--- config.mk ---
export PLATFORM = sky130hd
export DESIGN_NAME = lsu_mem_ctrl
export DESIGN_NICKNAME = d
export VERILOG_FILES = /design/src/rtl/lsu_pkg.sv /design/src/rtl/lsu_align.sv /design/src/rtl/lsu_mem_ctrl.sv
export SDC_FILE = /design/constraint.sdc
export NUM_CORES = 1
export LEC_CHECK = 0
export ABC_AREA = 0
export BUFFER_PORTS_ARGS = -buffer_cell sky130_fd_sc_hd__buf_2
export CAP_MARGIN = 25
export CELL_PAD_IN_SITES_DETAIL_PLACEMENT = 0
export CELL_PAD_IN_SITES_GLOBAL_PLACEMENT = 2
export CORE_UTILIZATION = 25
export CTS_CLUSTER_DIAMETER = 60
export DETAILED_ROUTE_END_ITERATION = 8
export PLACE_DENSITY = 0.76
export RECOVER_POWER = 50
export SETUP_SLACK_MARGIN = 0.05
export SYNTH_ARGS = -nofsm -noshare
export SYNTH_HDL_FRONTEND = slang
export SYNTH_SLANG_ARGS = --single-unit
--- constraint.sdc ---
create_clock -name clk -period 2.23 [get_ports clk]
set_input_delay 0.1115 -clock clk [delete_from_list [all_inputs] [get_ports clk]]
set_output_delay 0.1115 -clock clk [all_outputs]
set_load 0.05 [all_outputs]
--- src/rtl/lsu_pkg.sv ---
`default_nettype none
// ============================================================================
// Module      : lsu_pkg
// Description : Shared types for the load/store front-end (access sizes and
//               controller FSM states).
// Revision    : 1.0 - initial release
// ============================================================================
package lsu_pkg;

    typedef enum logic [1:0] {
        SZ_BYTE = 2'b00,
        SZ_HALF = 2'b01,
        SZ_WORD = 2'b10
    } size_e;

    typedef enum logic [1:0] {
        ST_IDLE   = 2'b00,
        ST_ACCESS = 2'b01,
        ST_RESP   = 2'b10
    } state_e;

endpackage : lsu_pkg
`default_nettype wire

--- src/rtl/lsu_align.sv ---
`default_nettype none
// ============================================================================
// Module      : lsu_align
// Description : Combinational lane logic: load extraction with sign/zero
//               extension and sub-word store merge into the read word.
// Revision    : 1.0 - initial release
// ============================================================================
module lsu_align
    import lsu_pkg::*;
(
    input  logic [1:0]  i_size,
    input  logic        i_unsigned,
    input  logic [1:0]  i_addr_lo,
    input  logic [31:0] i_rd_word,
    input  logic [31:0] i_wdata,
    output logic [31:0] o_load_data,
    output logic [31:0] o_merged_word
);

    logic [7:0]  w_byte;
    logic [15:0] w_half;
    logic [4:0]  w_byte_base;
    logic [4:0]  w_half_base;

    assign w_byte_base = {i_addr_lo, 3'b000};
    assign w_half_base = {i_addr_lo[1], 4'b0000};
    assign w_byte      = i_rd_word[w_byte_base +: 8];
    assign w_half      = i_rd_word[w_half_base +: 16];

    always_comb begin
        o_load_data = i_rd_word;
        case (i_size)
            SZ_BYTE: o_load_data = i_unsigned ? {24'd0, w_byte}
                                              : {{24{w_byte[7]}}, w_byte};
            SZ_HALF: o_load_data = i_unsigned ? {16'd0, w_half}
                                              : {{16{w_half[15]}}, w_half};
            default: o_load_data = i_rd_word;
        endcase
    end

    // Sub-word stores keep the untouched lanes of the current memory word.
    always_comb begin
        o_merged_word = i_rd_word;
        case (i_size)
            SZ_BYTE: o_merged_word[w_byte_base +: 8]  = i_wdata[7:0];
            SZ_HALF: o_merged_word[w_half_base +: 16] = i_wdata[15:0];
            default: o_merged_word = i_wdata;
        endcase
    end

endmodule : lsu_align
`default_nettype wire

--- src/rtl/lsu_mem_ctrl.sv ---
`default_nettype none
// ============================================================================
// Module      : lsu_mem_ctrl
// Description : Load/store front-end for a 32-bit word memory with
//               combinational read and synchronous write. Optional error
//               response counter enabled by LSU_ERR_CNT_EN.
// Revision    : 1.0 - initial release
// ============================================================================
module lsu_mem_ctrl
    import lsu_pkg::*;
#(
    parameter int DEPTH = 256,
    parameter int WIDTH = $clog2(DEPTH)
) (
    input  logic             clk,
    input  logic             rst_n,
    input  logic             req_valid,
    output logic             req_ready,
    input  logic             req_we,
    input  logic [1:0]       req_size,
    input  logic             req_unsigned,
    input  logic [31:0]      req_addr,
    input  logic [31:0]      req_wdata,
    output logic             rsp_valid,
    input  logic             rsp_ready,
    output logic [31:0]      rsp_rdata,
    output logic             rsp_err,
`ifdef LSU_ERR_CNT_EN
    output logic [15:0]      err_count,
`endif
    output logic             mem_wr_en,
    output logic [WIDTH-1:0] mem_addr,
    output logic [31:0]      mem_wr_data,
    input  logic [31:0]      mem_rd_data
);

    localparam logic [29:0] c_DEPTH_WORDS = 30'(DEPTH);

    state_e           r_state;
    state_e           w_state_next;
    logic             r_we;
    logic [1:0]       r_size;
    logic             r_unsigned;
    logic [1:0]       r_addr_lo;
    logic [31:0]      r_wdata;
    logic [WIDTH-1:0] r_mem_addr;
    logic [31:0]      r_rsp_rdata;
    logic             r_rsp_err;
    logic             w_err;
    logic             w_accept;
    logic             w_rsp_fire;
    logic [31:0]      w_load_data;
    logic [31:0]      w_merged_word;

    assign w_accept   = (r_state == ST_IDLE) && req_valid;
    assign w_rsp_fire = (r_state == ST_RESP) && rsp_ready;

    always_comb begin
        w_err = 1'b0;
        case (req_size)
            SZ_BYTE: w_err = 1'b0;
            SZ_HALF: w_err = req_addr[0];
            SZ_WORD: w_err = |req_addr[1:0];
            default: w_err = 1'b1;
        endcase
        if (req_addr[31:2] >= c_DEPTH_WORDS) begin
            w_err = 1'b1;
        end
    end

    always_ff @(posedge clk) begin
        if (!rst_n) begin
            r_state <= ST_IDLE;
        end else begin
            r_state <= w_state_next;
        end
    end

    always_comb begin
        w_state_next = r_state;
        case (r_state)
            ST_IDLE: begin
                if (req_valid) begin
                    w_state_next = w_err ? ST_RESP : ST_ACCESS;
                end
            end
            ST_ACCESS: w_state_next = ST_RESP;
            ST_RESP: begin
                if (rsp_ready) begin
                    w_state_next = ST_IDLE;
                end
            end
            default: w_state_next = ST_IDLE;
        endcase
    end

    // Request fields and the word index are captured at acceptance so the
    // memory address is stable from a register during ACCESS.
    always_ff @(posedge clk) begin
        if (!rst_n) begin
            r_we        <= 1'b0;
            r_size      <= 2'b00;
            r_unsigned  <= 1'b0;
            r_addr_lo   <= 2'b00;
            r_wdata     <= 32'd0;
            r_mem_addr  <= '0;
            r_rsp_rdata <= 32'd0;
            r_rsp_err   <= 1'b0;
        end else if (w_accept) begin
            r_we        <= req_we;
            r_size      <= req_size;
            r_unsigned  <= req_unsigned;
            r_addr_lo   <= req_addr[1:0];
            r_wdata     <= req_wdata;
            r_mem_addr  <= req_addr[WIDTH+1:2];
            r_rsp_rdata <= 32'd0;
            r_rsp_err   <= w_err;
        end else if (r_state == ST_ACCESS) begin
            r_rsp_rdata <= r_we ? 32'd0 : w_load_data;
        end
    end

    lsu_align u_align (
        .i_size        (r_size),
        .i_unsigned    (r_unsigned),
        .i_addr_lo     (r_addr_lo),
        .i_rd_word     (mem_rd_data),
        .i_wdata       (r_wdata),
        .o_load_data   (w_load_data),
        .o_merged_word (w_merged_word)
    );

    // Gating with rst_n suppresses a store caught in ACCESS by reset.
    assign mem_wr_en   = (r_state == ST_ACCESS) && r_we && rst_n;
    assign mem_addr    = r_mem_addr;
    assign mem_wr_data = w_merged_word;
    assign req_ready   = (r_state == ST_IDLE);
    assign rsp_valid   = (r_state == ST_RESP);
    assign rsp_rdata   = r_rsp_rdata;
    assign rsp_err     = r_rsp_err;

`ifdef LSU_ERR_CNT_EN
    logic [15:0] r_err_count;

    always_ff @(posedge clk) begin
        if (!rst_n) begin
            r_err_count <= 16'd0;
        end else if (w_rsp_fire && r_rsp_err && (r_err_count != 16'hFFFF)) begin
            r_err_count <= r_err_count + 16'd1;
        end
    end

    assign err_count = r_err_count;
`else
    logic w_unused_fire;
    assign w_unused_fire = w_rsp_fire;
`endif

endmodule : lsu_mem_ctrl
`default_nettype wire

==> impl_metrics.csv <==
group,metric,value,unit
worst_hold_path,hp-class,"primary input to flop",
clock_tree,clk_latency,0.35,ns
timing,slew_headroom,33.8,%
timing,hold_viol,0,
outcome,outcome,"complete, no violations",
timing,timing.hold.ws,0.0131,ns
worst_setup_path,cp-start-kind,"flop",
clock_tree,cts_buffer_depth,2,
drt,vias_per_cell,5.15,
logic_synthesis,synth_seq_area_share,35.3,%
placement,gp_congestion,0.896,
cells_and_area,mostFrequentLayoutCell,"nand2_1",
logic_synthesis,syn_nets,640,
worst_setup_path,path_class,"flop to primary output",
logic_synthesis,synth_top_area_share,35.3,%
logic_synthesis,synth_area_leaders,"dfxtp_1, nand2_1, a221o_1, a21boi_0, a22o_1",
timing,rsz0062_at_grt,"yes",
worst_setup_path,worstPathArrival,2.04,ns
clock_tree,cts_root_buf,"clkbuf_16",
drt,wl_per_cell,19.4,um
logic_synthesis,ys_seq_elements,81,
clock_tree,cts_tree,"built",
logic_synthesis,avgSynthCellArea,8.65,sq um
placement,detailed_place.area,0.00575,sq mm
drt,drt_iter0_drc,256,
worst_setup_path,endpoint_kind,"primary output",
die,row_count,49,
pwr,power.total,4.58,mW
placement,hpwlAfterDp,13800,um
timing,max_clock_freq,0.465,GHz
timing,final.setup_skew,0.0124,ns
cells_and_area,diodes,0,
grt,track_usage,19.8,%
cells_and_area,final_cell_area,0.00667,sq mm
placement,port_buffers,179,
drt,highest_layer,"met5",
clock_tree,cts_buffers,9,
die,die_h,138,um
grt,grt.overflow.total,0,
die,core,0.0180,sq mm
timing,tightest_slew,0.986,ns
grt,grt_pass1_wl,27700,um
cells_and_area,nNetsFinal,832,
logic_synthesis,async_flop_share,0,%
drt,vias,4926,
timing,period_share,96.4,%
drt,met2WireLength,8360,um
logic_synthesis,dominantRegCellSynth,"dfxtp_1",
clock_tree,clock-sinks,81,
grt,antenna_found_initial,1,
run,maxCapViolCount,0,
clock_tree,clk_pin_slew,0.06,ns
drt,drt_wl_total,18600,um
die,dieArea,0.0189,sq mm
drt,drt-met1-wl,8610,um
logic_synthesis,syn-cell-area,0.00459,sq mm
logic_synthesis,yosys.area.top_type,"dfxtp_1",
pwr,ir_worst_vdd,466,uV
cells_and_area,final_cell_mix,"nand2_1, buf_2, dfxtp_1, a21boi_0, clkbuf_1",
logic_synthesis,synth-edff-count,0,
cells_and_area,syn_to_final_growth,45.3,%
grt,grt_pass1_vias,4752,
drt,first_pass_iters,4,
timing,slew_viol_final,0,
timing,setup_viol,0,
pwr,powerDensity,686,mW/mm^2
die,initial_core_util,25.6,%
drt,drc,0,
clock_tree,htreeDepth,3,
drt,wl_met3,1280,um
drt,antenna_left,0,
grt,grt_max_degree,40,
logic_synthesis,yosysWarnings,0,
worst_setup_path,crit_fanout,13,
pwr,leakage,2.73,nW
logic_synthesis,netlist_instances,531,
die,num_io_pins,180,
die,fp.dieW,138,um
timing,post-route-min-period,2.15,ns
cells_and_area,drive_gt1_share,32.3,%
worst_setup_path,crit_required,2.12,ns
logic_synthesis,yosysUniqueCellTypes,50,
-- sequential cells by signal, summed over array words and instances, names as in the netlist --
name,flops
r_wdata,32
rsp_rdata,32
mem_addr,8
r_addr_lo,2
r_size,2
r_state,2
r_unsigned,1
r_we,1
rsp_err,1
-- kinds of logic after synthesis --
family | share of synthesized area (%)
compound gates | 31.9
mux | 8.07
simple gates | 17.3
buf+inv | 5.99
flops | 35.3
fa+ha+maj | 1.36
-- synth_stat cells, types with 2 or more instances --
cell type and number:
nor2_1 4, buf_6 3, nor4_4 2, o21ai_0 13, nor2b_1 5, ha_1 5, buf_2 16, a21oi_1 21
a22o_1 33, dfxtp_1 81, inv_1 11, nand2b_1 2, and2_1 2, mux4_2 7, nor4_1 6, a22oi_1 9
buf_4 2, o22ai_1 7, clkbuf_1 25, o21ai_1 5, a221o_1 39, a21boi_0 45, mux2i_1 16, nand2_1 128
mux2_4 2, and3_1 2, a221oi_1 7, nor2_2 2, nor3_1 10
-- metrics by stage --
step | TNS [ns] | worst slack [ns] | util (%) | cells
6_report | 0 | 0.0811 | 37.1 | 957
5_1_grt | 0 | 0.00859 | 37.1 | 957
4_1_cts | 0 | 0.0437 | 36.9 | 957
3_5_place_dp | 0 | 0.0934 | 32.0 | 908
3_3_place_gp | 0 | 0.146 | 32.0 | 908
2_1_floorplan | -0.0125 | -0.0125 | - | 531
-- power breakdown --
part           internal (mW)  switching, mW  leakage [nW]
sequential              1.50         0.0740         0.663
combinational          0.525          0.803          1.91
clock                   1.03          0.646         0.162
-- routing by layer --
metal | vias to the layer above | track usage [%]
met1 | 2378 | 26.6
met5 | - | 0
met2 | 176 | 31.0
met4 | 2 | 5.25
li1 | 2351 | -
met3 | 19 | 5.33
-- layout make-up --
class                      instances  area (sq um)
clock buffer                      10           239
clock inverter                     6          96.3
fill                            1891         11300
inverter                          13          58.8
multi-input combinational        390          2820
sequential                        81          1630
tap                              229           287
timing repair buffer             228          1540
-- critical path: stages (launching register included) --
cell and delay [ns]:
dfxtp_4 0.40, inv_8 0.07, ha_4 0.31, nor4_4 0.05, buf_4 0.15, a221o_1 0.29
a22o_2 0.22, buf_4 0.19
-- timing repair --
item / 4_1_cts / 5_1_grt
gates cloned: 1 / 0
endpoints found under the hold margin: 21 / 0
pin swaps: 3 / 10
hold buffers: 21 / 0
gates resized for setup: 57 / 28
setup buffers: 11 / 0
endpoints found under the setup margin: 32 / 48
-- path summary, 6_finish.rpt --
check	startpoint	end	slack, ns	cells after the start
max	r_addr_lo[1]$_SDFFE_PN0P_	mem_wr_data[31]	0.08	7
min	req_we	r_we$_SDFFE_PN0P_	0.01	3
max reg2reg	r_addr_lo[1]$_SDFFE_PN0P_	rsp_rdata[26]$_SDFFE_PP0P_	0.19	6
min reg2reg	rsp_rdata[8]$_SDFFE_PP0P_	rsp_rdata[8]$_SDFFE_PP0P_	0.45	2
No activity file was read; power rests on OpenSTA's default activity.
